<file path="src/rtl/hazard_pkg.sv">
// Shared types for the hazard scoreboard: register address type and forwarding select encoding.
package hazard_pkg;

  localparam int REG_AW = 5;

  typedef logic [REG_AW-1:0] reg_addr_t;

  typedef enum logic [1:0] {
    FWD_RF    = 2'b00,
    FWD_EXMEM = 2'b10,
    FWD_MEMWB = 2'b11
  } fwd_sel_e;

endpackage

</file>
<file path="src/rtl/hazard_fwd_sel.sv">
// Forwarding select for one EX-stage source operand; EX/MEM result beats MEM/WB result.
module hazard_fwd_sel
  import hazard_pkg::*;
#(
  parameter int AW = REG_AW
) (
  input  logic [AW-1:0] i_src_addr,
  input  logic          i_ex_mem_we,
  input  logic [AW-1:0] i_ex_mem_addr,
  input  logic          i_mem_wb_we,
  input  logic [AW-1:0] i_mem_wb_addr,
  output fwd_sel_e      o_sel
);

  always_comb begin
    o_sel = FWD_RF;
    if (i_ex_mem_we && (i_ex_mem_addr != '0) && (i_ex_mem_addr == i_src_addr)) begin
      o_sel = FWD_EXMEM;
    end else if (i_mem_wb_we && (i_mem_wb_addr != '0) && (i_mem_wb_addr == i_src_addr)) begin
      o_sel = FWD_MEMWB;
    end
  end

endmodule

</file>
<file path="src/rtl/hazard_scoreboard.sv">
// Pipeline hazard unit: pending-write scoreboard, mul/div occupancy, stall/flush priority, forwarding.
// Optional perf counters are built only when HAZARD_PERF_CNT_EN is defined.
module hazard_scoreboard
  import hazard_pkg::*;
#(
  parameter  int DATA_WIDTH = 32,
  parameter  int MULDIV_LAT = 4,
  parameter  int CNT_W      = 32,
  localparam int AW         = $clog2(DATA_WIDTH),
  localparam int NREG       = 2 ** AW
) (
  input  logic            clk,
  input  logic            rst,
  input  logic            id_valid,
  input  logic [AW-1:0]   id_rs1_addr,
  input  logic [AW-1:0]   id_rs2_addr,
  input  logic            need_rs1,
  input  logic            need_rs2,
  input  logic [AW-1:0]   id_rd_addr,
  input  logic            id_reg_write,
  input  logic            id_is_load,
  input  logic            id_is_muldiv,
  input  logic [AW-1:0]   id_ex_rs1_addr,
  input  logic [AW-1:0]   id_ex_rs2_addr,
  input  logic            id_ex_is_branch,
  input  logic            id_ex_is_jump,
  input  logic            B_taken,
  input  logic [AW-1:0]   ex_mem_reg_addr,
  input  logic            ex_mem_reg_write,
  input  logic [AW-1:0]   mem_wb_reg_addr,
  input  logic            mem_wb_reg_write,
  input  logic            mem_stall,
  input  logic            is_exception_commit,
  input  logic            is_mret_in_wb,
  output logic            stall_pc,
  output logic            stall_if_id,
  output logic            stall_id_ex,
  output logic            stall_ex_mem,
  output logic            stall_mem_wb,
  output logic            flush_if_id,
  output logic            flush_id_ex,
  output logic            flush_ex_mem,
  output logic            flush_mem_wb,
  output logic            PC_Sel,
  output logic [1:0]      ALU_A_o,
  output logic [1:0]      ALU_B_o,
  output logic            muldiv_busy,
  output logic [NREG-1:0] pending_o,
  output logic [CNT_W-1:0] raw_stall_cnt,
  output logic [CNT_W-1:0] struct_stall_cnt,
  output logic [CNT_W-1:0] flush_cnt
);

  localparam int              MDW   = (MULDIV_LAT < 1) ? 1 : $clog2(MULDIV_LAT + 1);
  localparam logic [MDW-1:0]  LAT_V = MDW'(MULDIV_LAT);

  logic [NREG-1:0] r_pending;
  logic [NREG-1:0] w_pending_nxt;
  logic [NREG-1:0] w_pending_vis;
  logic [MDW-1:0]  r_cnt;
  logic [MDW-1:0]  w_cnt_nxt;
  logic [MDW-1:0]  w_cnt_vis;

  logic w_raw_hz;
  logic w_struct_hz;
  logic w_redirect;
  logic w_case_a;
  logic w_case_b;
  logic w_case_c;
  logic w_case_d;
  logic w_issue;
  logic w_set;

  fwd_sel_e w_fwd_a;
  fwd_sel_e w_fwd_b;

  // While rst is high the hazard logic already sees the cleared state, so no stale stall leaks out.
  assign w_pending_vis = rst ? '0 : r_pending;
  assign w_cnt_vis     = rst ? '0 : r_cnt;

  assign muldiv_busy = (w_cnt_vis != '0);
  assign pending_o   = w_pending_vis;

  assign w_raw_hz    = (need_rs1 && w_pending_vis[id_rs1_addr]) ||
                       (need_rs2 && w_pending_vis[id_rs2_addr]);
  assign w_struct_hz = id_valid && id_is_muldiv && muldiv_busy;
  assign w_redirect  = (B_taken && id_ex_is_branch) || id_ex_is_jump;

  assign w_case_a = is_exception_commit || is_mret_in_wb;
  assign w_case_b = !w_case_a && mem_stall;
  assign w_case_c = !w_case_a && !mem_stall && w_redirect;
  assign w_case_d = !w_case_a && !mem_stall && !w_redirect && (w_raw_hz || w_struct_hz);

  always_comb begin
    stall_pc     = 1'b0;
    stall_if_id  = 1'b0;
    stall_id_ex  = 1'b0;
    stall_ex_mem = 1'b0;
    stall_mem_wb = 1'b0;
    flush_if_id  = 1'b0;
    flush_id_ex  = 1'b0;
    flush_ex_mem = 1'b0;
    flush_mem_wb = 1'b0;
    PC_Sel       = 1'b0;
    if (w_case_a) begin
      flush_if_id  = 1'b1;
      flush_id_ex  = 1'b1;
      flush_ex_mem = 1'b1;
      flush_mem_wb = 1'b1;
    end else if (w_case_b) begin
      stall_pc     = 1'b1;
      stall_if_id  = 1'b1;
      stall_id_ex  = 1'b1;
      stall_ex_mem = 1'b1;
      stall_mem_wb = 1'b1;
    end else if (w_case_c) begin
      PC_Sel      = 1'b1;
      flush_if_id = 1'b1;
      flush_id_ex = 1'b1;
    end else if (w_case_d) begin
      stall_pc    = 1'b1;
      stall_if_id = 1'b1;
      flush_id_ex = 1'b1;
    end
  end

  assign w_issue = id_valid && !stall_pc && !flush_if_id;
  assign w_set   = w_issue && id_reg_write && (id_is_load || id_is_muldiv);

  // Set is applied after clear so a same-register set wins; a commit-time flush overrides both.
  always_comb begin
    w_pending_nxt = r_pending;
    if (mem_wb_reg_write) begin
      w_pending_nxt[mem_wb_reg_addr] = 1'b0;
    end
    if (w_set) begin
      w_pending_nxt[id_rd_addr] = 1'b1;
    end
    if (w_case_a) begin
      w_pending_nxt = '0;
    end
    w_pending_nxt[0] = 1'b0;
  end

  always_comb begin
    w_cnt_nxt = r_cnt;
    if (w_case_a) begin
      w_cnt_nxt = '0;
    end else if (w_issue && id_is_muldiv) begin
      w_cnt_nxt = LAT_V;
    end else if ((r_cnt != '0) && !mem_stall) begin
      w_cnt_nxt = r_cnt - MDW'(1);
    end
  end

  always_ff @(posedge clk) begin
    if (rst) begin
      r_pending <= '0;
      r_cnt     <= '0;
    end else begin
      r_pending <= w_pending_nxt;
      r_cnt     <= w_cnt_nxt;
    end
  end

  hazard_fwd_sel #(.AW(AW)) u_fwd_rs1 (
    .i_src_addr    (id_ex_rs1_addr),
    .i_ex_mem_we   (ex_mem_reg_write),
    .i_ex_mem_addr (ex_mem_reg_addr),
    .i_mem_wb_we   (mem_wb_reg_write),
    .i_mem_wb_addr (mem_wb_reg_addr),
    .o_sel         (w_fwd_a)
  );

  hazard_fwd_sel #(.AW(AW)) u_fwd_rs2 (
    .i_src_addr    (id_ex_rs2_addr),
    .i_ex_mem_we   (ex_mem_reg_write),
    .i_ex_mem_addr (ex_mem_reg_addr),
    .i_mem_wb_we   (mem_wb_reg_write),
    .i_mem_wb_addr (mem_wb_reg_addr),
    .o_sel         (w_fwd_b)
  );

  assign ALU_A_o = w_fwd_a;
  assign ALU_B_o = w_fwd_b;

`ifdef HAZARD_PERF_CNT_EN
  logic [CNT_W-1:0] r_raw_cnt;
  logic [CNT_W-1:0] r_struct_cnt;
  logic [CNT_W-1:0] r_flush_cnt;

  // Counters stick at all-ones instead of wrapping.
  always_ff @(posedge clk) begin
    if (rst) begin
      r_raw_cnt    <= '0;
      r_struct_cnt <= '0;
      r_flush_cnt  <= '0;
    end else begin
      if (w_case_d && w_raw_hz && (r_raw_cnt != '1)) begin
        r_raw_cnt <= r_raw_cnt + CNT_W'(1);
      end
      if (w_case_d && w_struct_hz && !w_raw_hz && (r_struct_cnt != '1)) begin
        r_struct_cnt <= r_struct_cnt + CNT_W'(1);
      end
      if ((w_case_a || w_case_c) && (r_flush_cnt != '1)) begin
        r_flush_cnt <= r_flush_cnt + CNT_W'(1);
      end
    end
  end

  assign raw_stall_cnt    = r_raw_cnt;
  assign struct_stall_cnt = r_struct_cnt;
  assign flush_cnt        = r_flush_cnt;
`else
  assign raw_stall_cnt    = '0;
  assign struct_stall_cnt = '0;
  assign flush_cnt        = '0;
`endif

endmodule

</file>
<file path="config.mk">
export PLATFORM = sky130hd
export DESIGN_NAME = hazard_scoreboard
export DESIGN_NICKNAME = d
export VERILOG_FILES = /design/src/rtl/hazard_pkg.sv /design/src/rtl/hazard_fwd_sel.sv /design/src/rtl/hazard_scoreboard.sv
export SDC_FILE = /design/constraint.sdc
export NUM_CORES = 1
export LEC_CHECK = 0
export CAP_MARGIN = 15
export CORE_MARGIN = 2
export CORE_UTILIZATION = 44
export DETAILED_ROUTE_END_ITERATION = 8
export PLACE_DENSITY = 0.86
export SLEW_MARGIN = 10
export SYNTH_ARGS = -nofsm -noshare
export SYNTH_HDL_FRONTEND = slang
export SYNTH_SLANG_ARGS = --single-unit
</file>
<file path="constraint.sdc">
create_clock -name clk -period 5.1 [get_ports clk]
set_input_delay 0.765 -clock clk [delete_from_list [all_inputs] [get_ports clk]]
set_output_delay 0.765 -clock clk [all_outputs]
set_load 0.05 [all_outputs]
</file>
==> run summary, run 1 <==
The number of clock buffers inserted by TritonCTS came out at 5. The detailed-route wire length per cell is 15.8 um. At the pin with the least slew margin, the transition time is 1.16 ns.

The number of iterations in the first detailed-routing pass came out at 4. The sequential element share of the synthesized area came out at 0.172. For this design the total switching power over the nets is about 360 uW.

Input and output buffers added on the ports amount to 96. The clock skew after layout is 0.00882 ns. Once layout is complete, the utilization of the core stands at 0.529. The sum of overflow across all layers after global routing is 0. The share of total power dissipated in combinational logic is 0.391. The HPWL after detailed placement is 8.13 mm.

After synthesis, the share of flip-flops with an asynchronous set or reset is 0. The quantity of hold-fixing buffers added after cts is 0. The number of nets in the layout is roughly 590. The xor-xnor portion of the synthesized cell area is 0.0466.

The number of placement rows came out at 34. On the critical path, the stage with the largest delay is an instance of clkdlybuf4s50_1. The width of the die is 98.8 um. The via count of the first global-routing pass came to 3264. The most used flip-flop cell after synthesis is dfxtp_1. The placed cell area came out at 4500 sq um.

The number of buffers on the longest clock path is 2. The total power density per cell area is 183 nW/um^2. The global routing usage summed across all routing layers is 0.201. After synthesis, the most frequently instantiated cells are buf_4 (105), nand2_1 (46), nor2b_1 (37), dfxtp_1 (34), o211ai_1 (32). Summing every instance area after synthesis gives 3950 sq um. The multiplexer area fraction after synthesis came out at 0.0906. The top-level I/O count is just under 200. The antenna cell count is 0.

Summed over all failing endpoints, the final setup total negative slack is 0 ns. The largest fanout on the critical path came out at 4. The peak ir drop on the vdd network came out at ~0.14 mV. In the post-synthesis netlist, the cell with the most instances is buf_4.

The setup-violating endpoint count in the final report is 0. STA classifies the critical path endpoint as an output port. The peak clock frequency supported by timing is 0.247 GHz. Walking the worst path, the cells encountered are clkdlybuf4s50_1 -> or4_1 -> o21ai_0 -> nor3_1 -> nor2_1 -> clkdlybuf4s50_1. The average via count per standard cell is 5.33. The switching share of power came out at 0.427. The synthesized design spends more area on one cell type than any other, namely buf_4. Of the post-synthesis cell area, the dominant cell type holds 0.200. The maximum single-stage delay on the critical path came out at 0.82 ns. The initial utilization of the core area, before any placement, comes to 0.453. Post-CTS timing repair inserted 0 buffers for setup. The TritonCTS clock tree is yes.

The area added between synthesis and finish is 16.8%. The cell family contributing the most delay on the critical path is buffers and inverters. Of the total synthesized cell area, the portion taken by AND, OR, NAND and NOR gates is 0.208.

The internal portion of the total power is 484 uW. The share of total power dissipated in the clock network is 0.295. The number of remaining DRC errors came out at 0. The worst register-to-register path begins at r_pending[1]. The pre-CTS worst setup slack is 1.03 ns. The worst relative slew slack came out at 0.228. The die height came out at roughly 99 um.

The routed wire length came out at a little over 10 mm. The classification of the worst setup path is primary input to output port. Clock tree synthesis selected as its root buffer the cell clkbuf_8. The worst path required time came out at 4.34 ns. The final period utilization came out at 0.794. The average cell area after synthesis is 8.55 sq um. Summed over all cells, the static leakage comes to 0.00173 uW. The post-layout instance area came out at 4610 sq um.

The number of gates resized after CTS is 0. The count of routing violations after the opening detailed-route iteration is 250. The number of endpoints with negative hold slack in the final report is 0. The number of H-tree levels came out at 2. The final RePlAce weighted congestion is 0.946. The layout cell share with drive strength beyond 1 came out at 0.131. The sequential power share is 0.314. The flow ran to the end, and the final reports show no timing, DRC or antenna violations.

The initial antenna violation count is 0. The launching element type of the critical path is a primary input. For this run, the number of Yosys warnings is 0.

In this run the worst hold path is classified as register to register. The first element of the critical path is ex_mem_reg_addr[1]. The max-cap violation count came out at 0. The via count came out at about 3400. Sorting the synthesized cells by area gives the leading types as buf_4 (20%), dfxtp_1 (17%), o31ai_2 (9.2%). Setup repair after global routing left no endpoint under its margin. The share of the synthesized area in compound gates (AO/OA/AOI/OAI) is 0.232.

The number of flops mapped to enable cells by yosys came out at 0. The total number of clock tree sinks came out at 34. The floorplan step defined a core boundary enclosing between 8000 and 9000 sq um.

The pin count of the biggest net entering global routing is 37. The final max-slew violation count was 0. The worst hold path begins at r_pending[13]. The count of nets left with antenna violations after detail routing is 0. The fraction of the mapped netlist area in adder cells came out at 0.00634.

The clock-pin slew on the worst setup and hold paths came out at 0.07 ns. The die outline area came out at approximately 9800 sq um. On the final layout, the worst hold slack is 0.541 ns.

The post-layout worst setup margin came out at 1.05 ns. The critical path contains buffers and inverters numbering 2 combined. The count of different cell masters after synthesis is 57. The most numerous cell type found on the critical path is clkdlybuf4s50_1. The clock latency on the worst-skew pair is ~0.29 ns. Counting every instance in the synthesized netlist gives 462.

The arrival time of data at the critical path endpoint is 3.28 ns. The first global-routing pass estimated roughly 16 mm of wire. The dominant combinational cell family by area after synthesis is buffers and inverters. The number of synthesized register bits is 34. The clock period minus final worst setup slack is 4.05 ns.
[registers in the layout, indices dropped and copies added (netlist names)]
signal and count:
r_pending 31, r_cnt 3
[tightest hold or removal path, cell delays in order, from the launching register on]
cell	delay [ns]
dfxtp_1	0.33
o211ai_1	0.10
o31ai_2	0.07
[cell families (layout without fill, tap and decap cells)]
group / Yosys count / count (layout)
compound gates: 96 / 96
xor+xnor: 21 / 21
fa+ha+maj: 2 / 2
buf+inv: 136 / 114
flops: 34 / 34
mux: 24 / 24
other cells: 1 / 97
simple gates: 148 / 148
[power by group through the flow]
| stage | clock [uW] | sequential (uW) | combinational, uW |
|---|---|---|---|
| after global placement | 0 | 271 | 324 |
| final | 249 | 265 | 330 |
| after CTS | 250 | 265 | 328 |
| after floorplan | 0 | 271 | 321 |
| after detailed placement | 0 | 271 | 328 |
| after global routing | 263 | 265 | 346 |
[metal layers]
layer | routed length [um] | GRT usage | vias to the layer above
li1 | - | - | 1602
met1 | 3880 | 0.239 | 1633
met2 | 5220 | 0.359 | 179
met3 | 884 | 0.0433 | 21
met4 | 195 | 0.0653 | 0
met5 | 0 | 0 | -
[metrics by stage]
stage / total power (uW) / instances
after floorplan: 592 / 558
after global placement: 595 / 636
after detailed placement: 599 / 636
after CTS: 843 / 644
after global routing: 874 / 644
final: 845 / 644
[area by class of cell]
type,count,area [sq um]
clock buffer,6,72.6
clock inverter,2,37.5
fill,795,4110
inverter,7,26.3
multi-input combinational,388,2690
sequential,34,681
tap,108,135
timing repair buffer,99,976
[final timing paths]
check	to	slack [ns]	cells after the start
worst min register to register	r_pending[13]	0.54	2
worst min-delay path	r_pending[13]	0.54	2
worst max register to register	r_pending[14]	2.62	5
worst max-delay path	ALU_B_o[0]	1.05	6
[layout by cell type, fill, tap and decap left out, types with 5 or more instances in the layout]
cell type	count
mux2_2	8
dfxtp_1	34
nor2_1	11
inv_1	7
mux2i_1	8
xor2_1	6
clkbuf_8	5
xnor2_1	15
mux4_2	6
nand2_1	46
clkdlybuf4s50_1	93
nor3_1	13
conb_1	97
a21oi_1	5
nand2b_1	5
nor2b_1	37
o31ai_2	29
nand3_1	6
o211ai_1	32
buf_4	6
a31oi_1	6
nand3b_1	6
No activity file was read; power rests on OpenSTA's default activity.
==> run 2, diff against run 1 <==
--- a/config.mk
+++ b/config.mk
@@ -7,9 +7,9 @@
 export LEC_CHECK = 0
 export CAP_MARGIN = 15
 export CORE_MARGIN = 2
-export CORE_UTILIZATION = 44
+export CORE_UTILIZATION = 38
 export DETAILED_ROUTE_END_ITERATION = 8
-export PLACE_DENSITY = 0.86
+export PLACE_DENSITY = 0.79
 export SLEW_MARGIN = 10
 export SYNTH_ARGS = -nofsm -noshare
 export SYNTH_HDL_FRONTEND = slang
==> constraint.sdc (replaced) <==
create_clock -name clk -period 3.55 [get_ports clk]
set_input_delay 0.5325 -clock clk [delete_from_list [all_inputs] [get_ports clk]]
set_output_delay 0.5325 -clock clk [all_outputs]
set_load 0.05 [all_outputs]
==> run summary, run 2 (synthesis gave the netlist of run 1 again) <==
Clock skew on the completed layout was measured at about 0.0055 ns. In this run the number of H-tree levels came out at 2. The top cell types in the final layout, fill and taps aside, are conb_1 (97), clkdlybuf4s50_1 (57), buf_4 (50), nand2_1 (46), nor2b_1 (37). The count of nets left with antenna violations after detail routing came out at 0. The area of the core region is 10200 sq um. The effective utilization at floorplan came out at 0.388. The TritonCTS clock tree is yes.

The peak ir drop on the vdd network came out at 0.149 mV. The placed cell area came out at 4620 sq um. The worst setup path is of the primary input to output port kind.

The die outline area came out at roughly 11000 sq um. For the pin with the worst max-slew slack, the measured transition is just under 0.8 ns. The startpoint of the lowest-slack register-to-register path is r_pending[1]. The most critical setup path has its startpoint at id_rs1_addr[2]. The antenna cell count came out at 0. Data on the critical path arrives at its endpoint at 2.92 ns. The congestion estimate from routability-driven global placement came to 0.957. The post-layout utilization of the core came out at 0.464. The initial antenna violation count was 0.

The area added between synthesis and finish came out at 19.7%. The number of placement rows is 37. CTS placed an instance of clkbuf_8 at the clock tree root. The startpoint of the tightest hold check path is r_pending[14]. Across the run, the number of max-cap violations was 0. The number of clock buffers inserted by TritonCTS came out at 5. The number of flip-flops in the largest register is 31. Entering global routing, the biggest net connects 36 pins. The final max-slew violation count came out at 0. The average via count per standard cell is 5.14. The number of buffers on the longest clock path is 2. The sum of net half-perimeters after detailed placement is approximately 8.6 mm.

The clock period minus final worst setup slack came out at 3.45 ns. The area taken by flip-flops and latches is 681 sq um. In the finished design, the share of the clock period the worst path needs comes to 0.973. The leakage power figure is 0.00189 uW. The floorplan step set the die height to 106 um.

The via count of the first global-routing pass was 3485. The worst relative slew slack came out at 0.477. The min-delay analysis places its worst path in the category register to register. The peak clock frequency supported by timing came out at 0.290 GHz. The largest registers in the layout are r_pending x31, r_cnt x3. The top-level I/O count came out at 194. The run finished with clean final reports. The largest fanout on the critical path is 5. For the worst setup path, the data required time is between 3 and 4 ns. The launching element type of the critical path is a primary input. Post-CTS repair changed the size of 0 cells. The quantity of hold-fixing buffers added after cts came out at 0. The multi-input combinational cell area is 2690 sq um. The number of fill cells is 968. In the final layout, the share of cells above drive strength 1 is 0.220. For this run, design rule violations remaining after detail routing come to 0. The post-layout instance area is 4730 sq um. The detailed-route wire length per cell came out at 15.7 um. The pre-CTS worst setup slack is 0.146 ns. Setup repair after global routing left no endpoint under its margin. The via count came out at 3521. The total power density per cell area is 260 nW/um^2. The post-CTS setup repair buffer count came out at 0. The wire length of the first global-routing pass is around 17 mm. The number of nets in the layout is roughly 600. The post-layout worst setup margin is around 0.096 ns.

The global routing usage summed across all routing layers came out at 0.189. The setup-violating endpoint count in the final report came out at 0. Counting flops per register, the top entry is r_pending. The total number of clock tree sinks came out at 34. The sum of overflow across all layers after global routing came out at 0. STA classifies the critical path endpoint as an output port. The number of iterations in the first detailed-routing pass is 4. The number of endpoints with negative hold slack in the final report was 0. After detailed routing, the total wire length is about 11 mm. The setup TNS came out at 0 ns.

After the first detailed-routing iteration, the DRC count stood at 313. Input and output buffers added on the ports amount to 96. The width of the die came out at between 100 and 150 um. After clock tree synthesis, the clock-pin slew on the worst setup and hold paths is 0.07 ns. The later pin in the worst-skew pair is clocked with a latency of 0.29 ns.

Leaving out fill and tap cells, the most frequent cell in the layout is conb_1.
[run 2: path summary, 6_finish.rpt]
kind / end / cells past startpoint / slack, ns
worst min-delay path: r_pending[14] / 2 / 0.54
worst max register to register: r_pending[20] / 6 / 1.43
worst max-delay path: stall_pc / 7 / 0.1
worst min register to register: r_pending[14] / 2 / 0.54
[run 2: metrics by stage]
step | total power [uW] | std cells | hold slack [ns]
finish | 1230 | 685 | 0.536
global route | 1270 | 685 | 0.595
CTS | 1230 | 685 | 0.537
detailed placement | 883 | 677 | 0.527
global placement | 875 | 677 | 0.522
floorplan | 851 | 558 | 0.481
[run 2: layer usage]
layer	global-route usage	wire length (um)	part of all wire	up-vias
met2	0.346	5530	0.51	201
li1	-	-	-	1630
met1	0.217	4080	0.38	1673
met5	0	0	0	-
met3	0.0386	923	0.086	17
met4	0.0705	221	0.021	0
[run 2: report_power, final]
group / switching [uW] / leakage [uW] / internal (uW)
sequential: 0.0459 / 0.000274 / 381
combinational: 376 / 0.00156 / 121
clock: 144 / 0.0000514 / 209
total: 520 / 0.00189 / 711
[run 2: critical path, cell delays in order]
cell             delay [ns]
clkdlybuf4s50_1        0.61
mux2_2                 0.38
a221o_1                0.36
a31oi_1                0.36
o211a_1                0.30
a31oi_2                0.17
buf_12                 0.19
[run 2: layout make-up]
cell class | instances | share of cell area
clock buffer | 6 | 0.0154
inverter | 7 | 0.00556
multi-input combinational | 388 | 0.570
clock inverter | 2 | 0.00794
sequential | 34 | 0.144
timing repair buffer | 112 | 0.221
tap | 136 | 0.0360
==> run 3, diff against run 2 <==
--- a/config.mk
+++ b/config.mk
@@ -10,7 +10,7 @@
 export CORE_UTILIZATION = 38
 export DETAILED_ROUTE_END_ITERATION = 8
 export PLACE_DENSITY = 0.79
-export SLEW_MARGIN = 10
 export SYNTH_ARGS = -nofsm -noshare
 export SYNTH_HDL_FRONTEND = slang
 export SYNTH_SLANG_ARGS = --single-unit
+export TNS_END_PERCENT = 20
==> results of run 3 <==
Same layout as run 2: the final DEF is identical, and so are final timing and power.
==> patch 1: new RTL, flow settings as in run 3 <==
Set the parameter `MULDIV_LAT` to 8 (it was 4).
--- a/src/rtl/hazard_scoreboard.sv
+++ b/src/rtl/hazard_scoreboard.sv
@@ -4,7 +4,7 @@
   import hazard_pkg::*;
 #(
   parameter  int DATA_WIDTH = 32,
-  parameter  int MULDIV_LAT = 4,
+  parameter  int MULDIV_LAT = 8,
   parameter  int CNT_W      = 32,
   localparam int AW         = $clog2(DATA_WIDTH),
   localparam int NREG       = 2 ** AW
Behaviour: not the same (a bounded check fails within 10 cycles, from zero or initial values).
==> patch 1 against run 3 <==
  * Cell area fell by 8.0%
  * Critical path type unchanged
  * Sequential cell count up 1
  * Maximum frequency rose by 1.2%
  * Wire length decreased by 5.1%
  * Combinational power down 8.1%
  * Count of clock-buffer cells in the layout unchanged
  * Global-route usage fell by 0.41 points
  * Register-to-register slack got worse by 340 ps
  * Die area shrank 8.5%
  * Largest power group unchanged
  * Power is 0.29% lower
  * Setup slack better by 40 ps
  * Area after synthesis shrank 8.8%
==> patch 1: results (changes against run 3) <==
Logic synthesis
  • Post-synthesis mux area share: 10.2% (+1.2 points)
  • Syn avg cell area: 8.42 sq um (-1.6%)
  • Sequential cell area fraction in the yosys report: 19.5% (+2.2 points)
  • Leading post-synthesis cells by cell area: buf_4 (21%), dfxtp_1 (19%), o41ai_1 (7.3%), o211ai_1 (7.1%), nor2b_1 (5.4%)
  • Synth Area in Adders: 0.347% (-0.29 points)
  • Most frequent cells after synthesis: buf_4 (101), dfxtp_1 (35), o211ai_1 (34), nor2b_1 (31), o41ai_1 (30)
  • Yosys cell types: 53 (-7.0%)
  • XOR/XNOR Fraction of Synth Area: 5.59% (+0.94 points)

Detailed routing
  • M1 wire length: 4.27 mm (+4.6%)
  • First DRT Iteration DRCs: 249 (-20%)
  • Met3 WL: 775 um (-16%)
  • Total Wirelength: 10.2 mm (-5.1%)

Setup path
  • CP Max Fanout: 8 (+3)
  • WP data arrival: 2880 ps (-40 ps)

Global route
  • Largest net degree at the start of global routing: 37 (+2.8%)
  • Global-route track usage on met1: 23.0% (+1.4 points)
  • GR Layer Usage met2: 32.3% (-2.3 points)
  • First-pass GRT wire length: 15.1 mm (-12%)
  • Vias in the first global route: 3039 (-13%)
  • Global Route Usage Sum: 18.5% (-0.41 points)
  • Met3 Use GR: 2.90% (-0.96 points)

Pwr
  • Pleak: 1.76 nW (-6.5%)
  • Max rail drop VDD: 173 uV (+16%)
  • Combinational cell fraction of total power: 37.2% (-3.1 points)
  • Clock share of power: 30.9% (+2.2 points)
  • Combinational power: 456 uW (-8.1%)

Run status
  • Status: complete, no violations

Place
  • GP Congestion: 0.902 (-5.7%)
  • Post-DP HPWL: 7.87 mm (-8.7%)
  • Post-place setup slack: 42.8 ps (-103 ps)
  • Placed Cells: 632 (-6.6%)
  • Placed cell area: 4220 sq um (-8.5%)

Layout
  • Share of cells above drive strength 1: 14.5% (-7.6 points)
  • Largest registers: r_pending (31), r_cnt (4)
  • Finished Layout Cells: 640 (-6.6%)

STA
  • Worst Max-Slew Pin Slew: 933 ps (+160 ps)
patch 1: cell types whose count changed in the layout (fill, tap and decap cells not counted), moves of 5 or more:
cell,before,now
o31ai_2,29,0
nor3_1,13,8
mux2_2,8,3
mux4_2,6,1
mux2i_1,8,18
nand2_1,46,16
o41ai_1,1,30
nor2b_1,37,31
patch 1: worst paths after layout:
kind	startpoint	to	slack, ps	cells after the start
setup / recovery	id_rs2_addr[0]	stall_pc	140	7
hold / removal	r_pending[16]	r_pending[16]	550	2
setup reg to reg	r_pending[3]	r_pending[20]	1090	6
hold reg to reg	r_pending[16]	r_pending[16]	550	2
patch 1: area by class of cell:
type,count,area (sq um)
Inverter,5,18.8
Clock buffer,6,82.6
Sequential cell,35,701
Multi-Input combinational cell,355,2360
Clock inverter,2,35.0
Fill cell,892,4890
Tap cell,129,161
Timing Repair Buffer,108,993
==> patch 2: new RTL, flow settings as in run 3 <==
Without the edit above. Add an input register stage for `id_is_muldiv`, without a reset; this delays it by one clock. The other inputs are not delayed to match.
--- a/src/rtl/hazard_scoreboard.sv
+++ b/src/rtl/hazard_scoreboard.sv
@@ -54,6 +54,12 @@
   localparam int              MDW   = (MULDIV_LAT < 1) ? 1 : $clog2(MULDIV_LAT + 1);
   localparam logic [MDW-1:0]  LAT_V = MDW'(MULDIV_LAT);
 
+  logic id_is_muldiv_q;
+
+  always_ff @(posedge clk) begin
+    id_is_muldiv_q <= id_is_muldiv;
+  end
+
   logic [NREG-1:0] r_pending;
   logic [NREG-1:0] w_pending_nxt;
   logic [NREG-1:0] w_pending_vis;
@@ -83,7 +89,7 @@
 
   assign w_raw_hz    = (need_rs1 && w_pending_vis[id_rs1_addr]) ||
                        (need_rs2 && w_pending_vis[id_rs2_addr]);
-  assign w_struct_hz = id_valid && id_is_muldiv && muldiv_busy;
+  assign w_struct_hz = id_valid && id_is_muldiv_q && muldiv_busy;
   assign w_redirect  = (B_taken && id_ex_is_branch) || id_ex_is_jump;
 
   assign w_case_a = is_exception_commit || is_mret_in_wb;
@@ -125,7 +131,7 @@
   end
 
   assign w_issue = id_valid && !stall_pc && !flush_if_id;
-  assign w_set   = w_issue && id_reg_write && (id_is_load || id_is_muldiv);
+  assign w_set   = w_issue && id_reg_write && (id_is_load || id_is_muldiv_q);
 
   // Set is applied after clear so a same-register set wins; a commit-time flush overrides both.
   always_comb begin
@@ -146,7 +152,7 @@
     w_cnt_nxt = r_cnt;
     if (w_case_a) begin
       w_cnt_nxt = '0;
-    end else if (w_issue && id_is_muldiv) begin
+    end else if (w_issue && id_is_muldiv_q) begin
       w_cnt_nxt = LAT_V;
     end else if ((r_cnt != '0) && !mem_stall) begin
       w_cnt_nxt = r_cnt - MDW'(1);
Formal check against the unedited RTL: not equivalent (a bounded check fails within 4 cycles, from zero or initial values).
==> patch 2 against run 3 <==
  * Die area increased by 0.49%
  * Wire length about the same
  * Area after synthesis increased by 0.51%
  * Synthesized cell count increased by 0.22%
  * Setup slack improved by 77 ps
  * Core utilization decreased by 0.051 points
  * Power increased by 2.8%
  * Count of clock-buffer cells in the layout unchanged
  * Critical path type unchanged
  * Sequential cell count increased by 1
  * Cell area increased by 0.34%
  * Largest power group unchanged
==> patch 2: results (changes against run 3) <==
Pwr
  • Pleak: 1.90 nW (+0.80%)
  • Max rail drop VDD: 116 uV (-22%)

Min path
  • Worst Hold Path EP: r_pending[15]
  • HP Start: r_pending[15]

Layout
  • Share of cell area taken by multi-input logic gates: 56.9% (-0.063 points)
  • Design area: 4740 sq um (+0.34%)
  • Largest registers: r_pending (31), r_cnt (3), id_is_muldiv_q (1)
  • Buffering overhead: 21.7% (-0.45 points)
  • Buffers excl. clock: 113 (+0.89%)
  • Share of cells above drive strength 1: 22.5% (+0.46 points)
  • Register Area: 701 sq um (+2.9%)

Global route
  • GR Layer Usage met2: 33.2% (-1.4 points)
  • Vias in the first global route: 3304 (-5.2%)
  • Global-route track usage on met1: 21.8% (+0.17 points)
  • First-pass GRT wire length: 16.7 mm (-2.8%)
  • Met3 Use GR: 2.94% (-0.92 points)

Detailed routing
  • Total Wirelength: 10.8 mm (about the same)
  • First DRT Iteration DRCs: 227 (-27%)
  • Wire per inst: 15.7 um (-0.25%)
  • Pre-antenna DRT Iters: 5 (+1)
  • Vias: 3561 (+1.1%)

Clock network
  • Clk_lat worst skew: 290 ps (about the same)
  • CTS Sinks: 35 (+2.9%)

Logic synthesis
  • Leading post-synthesis cells by cell area: buf_4 (20%), dfxtp_1 (18%), o31ai_2 (9.1%), o211ai_1 (6.1%), nor2b_1 (5.8%)
  • Syn avg cell area: 8.57 sq um (+0.29%)
  • Sequential cell area fraction in the yosys report: 17.6% (+0.42 points)
  • Most frequent cells after synthesis: buf_4 (105), nand2_1 (46), nor2b_1 (37), dfxtp_1 (35), o211ai_1 (32)

Setup path
  • Crit path largest cell delay: 660 ps (+50 ps)
  • R2R depth: 5 (-1)
  • R2R setup slack: 1060 ps (-370 ps)
  • Reg2reg end: r_pending[14]
  • Setup crit end: flush_id_ex
  • CP Max Fanout: 7 (+2)
  • WP data arrival: 2840 ps (-80 ps)

Run status
  • Status: complete, no violations

STA
  • Hold_ws: 538 ps (+2.46 ps)
  • Worst Max-Slew Pin Slew: 1200 ps (+422 ps)

Place
  • Post-place setup slack: 114 ps (-32.0 ps)
## patch 2: layer usage
metal / wire [um] / share of wire (%) / vias to the layer above
met5: 0 / 0 / -
met4: 369 / 3.4 / 0
met3: 904 / 8.4 / 32
met2: 5280 / 49 / 214
met1: 4210 / 39 / 1683
li1: - / - / 1632
## patch 2: kinds of logic (layout without fill, tap and decap cells)
logic type      Yosys count  in the layout  share of synthesized area, %
mux                      24             24                          9.01
buf+inv                 136            128                          24.1
simple gates            148            148                          20.7
flops                    35             35                          17.6
other cells               1             97                        0.0945
compound gates           96             96                          23.1
fa+ha+maj                 2              2                         0.630
xor+xnor                 21             21                          4.63
## patch 2: worst max-delay path, delay by kind of cell
family / cells / cell delay (ps)
buffers and inverters: 3 / 1060
multiplexers: 1 / 120
AO/OA/AOI/OAI: 4 / 1130
## patch 2: power by group
part | total, mW | internal (mW) | switching [mW]
clock | 0.380 | 0.227 | 0.153
sequential | 0.393 | 0.393 | 0.000416
combinational | 0.492 | 0.117 | 0.375
total | 1.27 | 0.737 | 0.528
